<file path="src/rtl/gray_pkg.sv">
// Shared definitions for the Gray-count receiver: default sizes, FSM states and Gray/binary converters.
package gray_pkg;

  localparam int DEFAULT_WIDTH       = 16;
  localparam int DEFAULT_SYNC_STAGES = 2;
  localparam int GRAY_MAX_W          = 64;

  typedef enum logic [1:0] {
    FILL,
    BASE,
    RUN
  } rxState_e;

  // Operates on a zero-extended word; callers truncate the result back to their own width.
  function automatic logic [GRAY_MAX_W-1:0] gray2bin(input logic [GRAY_MAX_W-1:0] g);
    logic [GRAY_MAX_W-1:0] b;
    b[GRAY_MAX_W-1] = g[GRAY_MAX_W-1];
    for (int i = GRAY_MAX_W - 2; i >= 0; i--) begin
      b[i] = b[i+1] ^ g[i];
    end
    return b;
  endfunction

  function automatic logic [GRAY_MAX_W-1:0] bin2gray(input logic [GRAY_MAX_W-1:0] b);
    return b ^ (b >> 1);
  endfunction

endpackage

</file>
<file path="src/rtl/gray_rx_sync.sv">
// Plain flop-chain synchronizer for a Gray word crossing into the CLK domain.
module gray_rx_sync
  import gray_pkg::*;
#(
  parameter int WIDTH = DEFAULT_WIDTH,
  parameter int DEPTH = DEFAULT_SYNC_STAGES
) (
  input  logic             CLK,
  input  logic             RST,
  input  logic [WIDTH-1:0] d_i,
  output logic [WIDTH-1:0] q_o
);

  logic [WIDTH-1:0] stage_q [DEPTH];

  always_ff @(posedge CLK or posedge RST) begin
    if (RST) begin
      for (int i = 0; i < DEPTH; i++) begin
        stage_q[i] <= '0;
      end
    end else begin
      stage_q[0] <= d_i;
      for (int i = 1; i < DEPTH; i++) begin
        stage_q[i] <= stage_q[i-1];
      end
    end
  end

  assign q_o = stage_q[DEPTH-1];

endmodule

</file>
<file path="src/rtl/gray_count_receiver.sv">
// Receives a foreign-domain Gray count and reports its binary value and per-cycle advance.
// Define GRAY_RX_ERRCHK_EN to flag illegal multi-bit Gray transitions on ERR.
module gray_count_receiver
  import gray_pkg::*;
#(
  parameter int WIDTH       = DEFAULT_WIDTH,
  parameter int SYNC_STAGES = DEFAULT_SYNC_STAGES
) (
  input  logic             CLK,
  input  logic             RST,
  input  logic [WIDTH-1:0] GRAY_I,
  input  logic             ERR_CLR,
  output logic [WIDTH-1:0] BIN_Q,
  output logic [WIDTH-1:0] DELTA_Q,
  output logic             CHANGED,
  output logic             VALID,
  output logic             ERR
);

  localparam int CNT_W = $clog2(SYNC_STAGES + 1);

  logic [WIDTH-1:0] syncGray;
  logic [WIDTH-1:0] decoded;
  rxState_e         state_q, state_d;
  logic [CNT_W-1:0] fillCnt_q, fillCnt_d;
  logic [WIDTH-1:0] bin_q, bin_d;
  logic [WIDTH-1:0] delta_q, delta_d;
  logic             changed_q, changed_d;
  logic             valid_q, valid_d;

  gray_rx_sync #(
    .WIDTH(WIDTH),
    .DEPTH(SYNC_STAGES)
  ) u_sync (
    .CLK (CLK),
    .RST (RST),
    .d_i (GRAY_I),
    .q_o (syncGray)
  );

  assign decoded = WIDTH'(gray2bin(GRAY_MAX_W'(syncGray)));

  always_ff @(posedge CLK or posedge RST) begin
    if (RST) begin
      state_q   <= FILL;
      fillCnt_q <= '0;
      bin_q     <= '0;
      delta_q   <= '0;
      changed_q <= 1'b0;
      valid_q   <= 1'b0;
    end else begin
      state_q   <= state_d;
      fillCnt_q <= fillCnt_d;
      bin_q     <= bin_d;
      delta_q   <= delta_d;
      changed_q <= changed_d;
      valid_q   <= valid_d;
    end
  end

  // FILL waits until the sync chain holds only post-reset samples; BASE takes a reference
  // so the first reported delta never spans a reset.
  always_comb begin
    state_d   = state_q;
    fillCnt_d = fillCnt_q;
    bin_d     = bin_q;
    delta_d   = delta_q;
    changed_d = changed_q;
    valid_d   = valid_q;
    case (state_q)
      FILL: begin
        if (fillCnt_q == CNT_W'(SYNC_STAGES - 1)) begin
          state_d = BASE;
        end else begin
          fillCnt_d = fillCnt_q + 1'b1;
        end
      end
      BASE: begin
        bin_d     = decoded;
        valid_d   = 1'b1;
        delta_d   = '0;
        changed_d = 1'b0;
        state_d   = RUN;
      end
      RUN: begin
        bin_d     = decoded;
        delta_d   = decoded - bin_q;
        changed_d = (decoded != bin_q);
      end
      default: begin
        state_d = FILL;
      end
    endcase
  end

  assign BIN_Q   = bin_q;
  assign DELTA_Q = delta_q;
  assign CHANGED = changed_q;
  assign VALID   = valid_q;

`ifdef GRAY_RX_ERRCHK_EN
  logic [WIDTH-1:0] prevGray_q;
  logic             err_q, err_d;
  logic             illegalStep;

  // A legal Gray step flips at most one bit; a new error wins over a clear in the same cycle.
  assign illegalStep = (state_q == RUN) && ($countones(syncGray ^ prevGray_q) > 1);

  always_comb begin
    err_d = err_q;
    if (illegalStep) begin
      err_d = 1'b1;
    end else if (ERR_CLR) begin
      err_d = 1'b0;
    end
  end

  always_ff @(posedge CLK or posedge RST) begin
    if (RST) begin
      prevGray_q <= '0;
      err_q      <= 1'b0;
    end else begin
      prevGray_q <= syncGray;
      err_q      <= err_d;
    end
  end

  assign ERR = err_q;
`else
  logic unusedErrClr;
  assign unusedErrClr = ERR_CLR;
  assign ERR          = 1'b0;
`endif

endmodule
</file>
<file path="config.mk">
export PLATFORM = sky130hd
export DESIGN_NAME = gray_count_receiver
export DESIGN_NICKNAME = d
export VERILOG_FILES = /design/src/rtl/gray_pkg.sv /design/src/rtl/gray_rx_sync.sv /design/src/rtl/gray_count_receiver.sv
export SDC_FILE = /design/constraint.sdc
export NUM_CORES = 1
export LEC_CHECK = 0
export CELL_PAD_IN_SITES_DETAIL_PLACEMENT = 0
export CELL_PAD_IN_SITES_GLOBAL_PLACEMENT = 1
export CORE_ASPECT_RATIO = 0.8
export CORE_MARGIN = 5
export CORE_UTILIZATION = 40
export DETAILED_ROUTE_END_ITERATION = 12
export PLACE_DENSITY = 0.73
export SLEW_MARGIN = 5
export SYNTH_ARGS = -nofsm -noshare
export SYNTH_HDL_FRONTEND = slang
export SYNTH_SLANG_ARGS = --single-unit
</file>
<file path="constraint.sdc">
create_clock -name CLK -period 4.85 [get_ports CLK]
set_input_delay 0.97 -clock CLK [delete_from_list [all_inputs] [get_ports CLK]]
set_output_delay 0.97 -clock CLK [all_outputs]
set_load 0.1 [all_outputs]
</file>
==> results.yml, run 1 <==
route:
  drt-pass1-iter-count: 4
  vias: 2243
  antenna_left: 0
  dr.first_iter.drc_count: 80
  viasPerCell: 4.85
  wl_per_cell_um: 13.5
  wirelength_um: 6220
  route.detailed.drc: 0
logic_synthesis:
  yosysWarnings: 0
  synth-compound-area-share_pct: 13.6
  ys_seq_area_share_pct: 52.1
  synthMostInstantiatedCell: "dfrtp_1"
  synth_simple_gate_area_share_pct: 8.64
  synth_top_area_share_pct: 52.1
  yosys-mux-area-fraction_pct: 1.45
  ys_types: 48
  synth_top_family_by_area: "compound AO/OA/AOI/OAI gates"
  synth-main-ff-cell: "dfrtp_1"
  ys_ff_latch: 70
  syn_avg_cell_area_sq_um: 11.5
  synth_fa_ha_area_share_pct: 8.79
  syn-instance-count: 292
  synth_area_leaders: "dfrtp_1 (52%), ha_1 (8.2%), xnor2_1 (4.7%)"
  synthArstFlopShare_pct: 100
  synth_edf_count: 0
  yosys.area.top_type: "dfrtp_1"
  netlist_area_sq_um: 3360
  synthXorXnorAreaFrac_pct: 10.9
  syn-num-nets: 334
  netlist_top_cells_count: "dfrtp_1 (70), inv_1 (29), ha_1 (22)"
clock_network:
  postCtsHoldBufs: 0
  cts-htree-levels: 3
  cts_buffers: 9
  cts_tree: "yes"
  clkSinkCount: 70
  clkTransAtPathRegs_ns: 0.08
  cts_setup_buffers: 0
  cts_max_path_buffers: 2
  clock_latency_ns: 0.35
  clockRootBuffer: "clkbuf_8"
die:
  io_pins: 54
  die_area_sq_um: 10300
  initial_core_util_pct: 41.7
  die_w_um: 112
  rows: 29
  fp.dieH_um: 92.0
  coreArea_sq_um: 8060
worst_setup_path:
  crit_path_start_kind: "flip-flop"
  worstReg2RegStart: "u_sync.q_o[15]"
  r2r_slack_ns: 0.36
  slowest_stage: "xnor3_2"
  cp_common_cell: "xnor2_4"
  r2r_cells: 15
  slowest_delay_ns: 0.46
  path_cells: "xnor2_2 > xnor2_4 > xnor3_2 > xnor2_4 > inv_4 > xnor2_4 > xnor2_1 > ha_1 > nor2b_1 > o21a_1 > o21ai_0 > a21oi_1 > a221o_1 > a2111o_1 > a31oi_1"
  endpoint_kind: "flip-flop"
  crit_buf_inv: 1
  reg2reg_to: "DELTA_Q[15]"
  worstPathMaxFanout: 5
  arrival_ns: 4.75
  required_ns: 5.11
  setup.worst_path.class: "reg2reg"
  crit_family: "XOR/XNOR gates"
final_layout:
  drive_gt1_share_pct: 9.60
  finalNetCount: 391
  n_antenna_cell: 0
  area_delta_synth_final_pct: 25.0
min_path:
  hp-class: "reg2reg"
  holdPathStages: 0
  hold_path.startpoint: "u_sync.stage_q[18]"
  holdPathEnd: "u_sync.q_o[2]"
grt:
  antenna_found_initial: 0
  grt_overflow_total: 0
  met2_usage_pct: 19.2
  grt.busiest_layer: "met2"
  grtUsageMet1_pct: 18.8
  use_met3_pct: 4.41
  grt_max_degree: 40
  grt_use_total_pct: 13.4
  grt_pass1_wl_um: 11100
  grt_pass1_vias: 2256
timing:
  setup_tns_ns: 0
  setup_viol: 0
  rsz0062_at_grt: "false"
  period_minus_slack_ns: 4.49
  timing.final.ws_setup_ns: 0.364
  max_slew_margin_pct: 34.4
  worstMarginPinSlew_ns: 0.981
  fin_crit_sh_pct: 92.5
  whs_ns: 0.346
  finalClockSkew_ns: 0.00937
  hold_violations: 0
  finalMaxSlewViolations: 0
  fmax_mhz: 223
place:
  gp_congestion: 0.804
  io_buffer_count: 51
  pre_cts_ws_ns: 0.269
  dp_hpwl_um: 4720
job:
  cap_violations: 0
run_status:
  outcome: "finished, final reports clean"
==> state kept, by name, summed over array words and instances, names as in the netlist <==
signal and flops:
CHANGED 1, BIN_Q 16, state_q 2, VALID 1, DELTA_Q 16, u_sync.q_o 16
fillCnt_q 2, u_sync.stage_q 16
==> stage by stage <==
step | cells | instance area [sq um] | util (%)
floorplan | 292 | 3360 | -
global placement | 446 | 3990 | 49.5
detailed placement | 446 | 3990 | 49.5
CTS | 462 | 4190 | 52.1
global route | 462 | 4200 | 52.1
finish | 462 | 4200 | 52.1
==> cells by family after synthesis <==
kind of cell               Yosys count
adders and majority gates           23
xor gates and xnor gates            33
DFF                                 70
AOI/OAI and AO/OA                   67
muxes                                4
other                                1
and+or+nand+nor                     57
buffers and inverters               37
==> what timing repair did <==
action	in CTS	in global routing
endpoints found under the hold margin	0	0
gates resized for setup	0	1
endpoints found under the setup margin	0	1
==> worst max path at each step <==
stage	startpoint	end	slack, ns	depth (start not counted)
6_report	u_sync.q_o[15]	DELTA_Q[15]	0.36	15
2_1_floorplan	u_sync.q_o[15]	DELTA_Q[12]	0.68	17
5_1_grt	u_sync.q_o[15]	DELTA_Q[15]	0.05	15
3_5_place_dp	u_sync.q_o[15]	DELTA_Q[12]	0.27	17
3_3_place_gp	u_sync.q_o[15]	DELTA_Q[12]	0.31	17
4_1_cts	u_sync.q_o[15]	DELTA_Q[12]	0.24	17
==> cells in the final DEF (no fill, tap or decap), drive strengths merged, types with 5 or more instances in the layout <==
master / count
clkbuf: 9
xor2: 10
nand4: 5
nor2: 12
clkdlybuf4s50: 51
nor2b: 5
a21oi: 16
a22o: 9
dfrtp: 70
ha: 22
inv: 33
a21o: 9
xnor2: 22
o21ai: 14
nand2: 14
nor3: 5
==> per-layer routing <==
| metal | vias to the layer above | share of wire [%] |
|---|---|---|
| li1 | 1118 | - |
| met1 | 1055 | 51 |
| met2 | 59 | 41 |
| met3 | 11 | 6.9 |
| met4 | 0 | 1.7 |
| met5 | - | 0 |
==> final cells by class <==
| type | count | area (sq um) |
|---|---|---|
| Fill cell | 776 | 3860 |
| Sequential cell | 70 | 1750 |
| Multi-Input combinational cell | 185 | 1470 |
| Clock inverter | 7 | 78.8 |
| Inverter | 30 | 115 |
| Clock buffer | 9 | 124 |
| Timing Repair Buffer | 53 | 526 |
| Tap cell | 108 | 135 |
Power of run 1 is left out: the tool's default activity adds up to more than one toggle a clock period on the data nets, which glitch-free logic cannot reach.
==> run 2, diff against run 1 <==
Settings changed: PLACE_DENSITY 0.73 to 0.72, SYNTH_HIERARCHICAL from default to 1.
==> run 2 against run 1 <==
Compared with the run above:
- core utilization fell by 2.3 points
- worst hold slack lost 0.0036 ns
- critical endpoint is now DELTA_Q[12]
- non-clock buffer count unchanged
- first-iteration DRC count is 11% higher
- die area rose by 3.3%
- count of clock-buffer cells in the layout unchanged
- global-route usage shrank 0.19 points
- largest cell class unchanged
- synthesized cell count grew 5.8%
==> results.yml, run 2 <==
logic_synthesis:
  synth_simple_gate_area_share_pct: 8.33
  synthMostInstantiatedCell: "dfrtp_1"
  netlist_top_cells_count: "dfrtp_1 (70), inv_1 (30), ha_1 (22)"
  synth_top_family_by_area: "compound AO/OA/AOI/OAI gates"
  netlist_area_sq_um: 3480
  syn-instance-count: 309
  syn-num-nets: 351
  syn_avg_cell_area_sq_um: 11.3
  ys_seq_area_share_pct: 50.3
  synth-compound-area-share_pct: 13.1
  yosysWarnings: 6
  ys_types: 48
  ys_ff_latch: 70
  yosys-mux-area-fraction_pct: 1.40
  synth-main-ff-cell: "dfrtp_1"
  yosys.area.top_type: "dfrtp_1"
  synth_top_area_share_pct: 50.3
  synthXorXnorAreaFrac_pct: 10.6
  synthArstFlopShare_pct: 100
  synth_edf_count: 0
  synth_area_leaders: "dfrtp_1 (50%), ha_1 (7.9%), xnor2_1 (4.5%)"
  synth_fa_ha_area_share_pct: 8.48
worst_setup_path:
  arrival_ns: 4.73
  setup.worst_path.class: "reg2reg"
  worstReg2RegStart: "u_sync/q_o[15]"
  reg2reg_to: "DELTA_Q[12]"
  endpoint_kind: "flip-flop"
  required_ns: 5.08
  crit_path_start_kind: "flip-flop"
  r2r_cells: 17
  worstPathMaxFanout: 5
  r2r_slack_ns: 0.35
clock_network:
  postCtsHoldBufs: 0
  clockRootBuffer: "clkbuf_8"
  cts_buffers: 9
  cts-htree-levels: 3
  clock_latency_ns: 0.34
  cts_tree: "yes"
  cts_max_path_buffers: 2
  clkSinkCount: 70
  clkTransAtPathRegs_ns: 0.08
min_path:
  hold_path.startpoint: "u_sync/stage_q[17]"
  holdPathStages: 0
  holdPathEnd: "u_sync/q_o[1]"
  hp-class: "reg2reg"
place:
  pre_cts_ws_ns: 0.206
  io_buffer_count: 51
  dp_hpwl_um: 4680
  gp_congestion: 0.781
timing:
  setup_viol: 0
  hold_violations: 0
  setup_tns_ns: 0
  fmax_mhz: 222
  fin_crit_sh_pct: 92.8
  worstMarginPinSlew_ns: 1.11
  max_slew_margin_pct: 25.7
  finalMaxSlewViolations: 0
  period_minus_slack_ns: 4.50
  rsz0062_at_grt: "false"
  timing.final.ws_setup_ns: 0.348
  finalClockSkew_ns: 0.00996
run_status:
  outcome: "finished, final reports clean"
die:
  initial_core_util_pct: 41.1
  io_pins: 54
  fp.dieH_um: 93.5
  die_w_um: 114
  rows: 30
  die_area_sq_um: 10700
  coreArea_sq_um: 8480
final_layout:
  area_delta_synth_final_pct: 21.3
  n_antenna_cell: 0
  finalNetCount: 392
  final_cell_mix: "dfrtp_1 (70), clkdlybuf4s50_1 (51), inv_1 (30), ha_1 (22), xnor2_1 (18)"
  drive_gt1_share_pct: 9.30
  layout_commonest_cell: "dfrtp_1"
route:
  antenna_left: 0
  route.detailed.drc: 0
  dr.first_iter.drc_count: 89
  vias: 2176
  drt-pass1-iter-count: 4
  viasPerCell: 4.66
  wl_per_cell_um: 13.7
  wirelength_um: 6380
grt:
  grt_overflow_total: 0
  grt_max_degree: 39
  grt_use_total_pct: 13.2
  antenna_found_initial: 0
  grt_pass1_wl_um: 11100
  grt_pass1_vias: 2250
job:
  cap_violations: 0
==> run 2: layout make-up <==
class	instances	area [sq um]
clock buffers	9	124
clock inverters	7	96.3
fillers	799	4260
inverters	31	119
multi-input cells	185	1470
flip-flops and latches	70	1750
well taps	112	140
repair buffers	53	526
==> run 2: kinds of logic after synthesis <==
logic type | count (synthesis)
AOI/OAI and AO/OA | 67
xor gates and xnor gates | 33
adders and majority gates | 23
buffers and inverters | 54
DFF | 70
muxes | 4
other | 1
and+or+nand+nor | 57
==> run 2: per-layer routing <==
metal | part of all wire (%) | vias up | global-route usage (%)
met5 | 0 | - | 0
met4 | 0.33 | 0 | 4.45
met3 | 5.1 | 2 | 4.27
met2 | 42 | 55 | 19.1
met1 | 53 | 996 | 18.6
li1 | - | 1123 | -
==> run 2: worst max-delay path by stage <==
stage / slack, ns / endpoint / startpoint
5_1_grt: 0.01 / DELTA_Q[12] / u_sync/q_o[15]
3_5_place_dp: 0.21 / DELTA_Q[12] / u_sync/q_o[15]
4_1_cts: 0.19 / DELTA_Q[12] / u_sync/q_o[14]
3_3_place_gp: 0.30 / DELTA_Q[12] / u_sync/q_o[15]
6_report: 0.35 / DELTA_Q[12] / u_sync/q_o[15]
2_1_floorplan: 0.63 / DELTA_Q[12] / u_sync/q_o[14]
==> run 2: stage by stage <==
step	utilization (%)	hold WS (ns)	area [sq um]	cells
6_report	49.8	0.343	4220	467
5_1_grt	49.8	0.360	4220	467
4_1_cts	49.7	0.343	4220	467
3_5_place_dp	47.1	0.335	4000	451
3_3_place_gp	47.1	0.333	4000	451
2_1_floorplan	-	0.331	3480	309
==> run 2: critical path, stage by stage, from the launching register on <==
cell,delay [ns]
dfrtp_1,0.42
xnor2_2,0.31
xnor2_4,0.20
xnor3_2,0.47
xnor2_4,0.27
inv_4,0.08
xnor2_4,0.17
xnor2_1,0.28
ha_1,0.20
inv_1,0.05
fa_1,0.39
a21o_1,0.19
a21o_1,0.19
a21oi_1,0.22
o21ai_0,0.18
a211oi_2,0.36
nor4_1,0.10
a311o_1,0.32
==> run 2: timing repair <==
item / 4_1_cts / 5_1_grt
buffers inserted: 0 / 0
gates resized for setup: 0 / 1
setup endpoints to repair: 0 / 2
Power of run 2 is left out for the same reason.
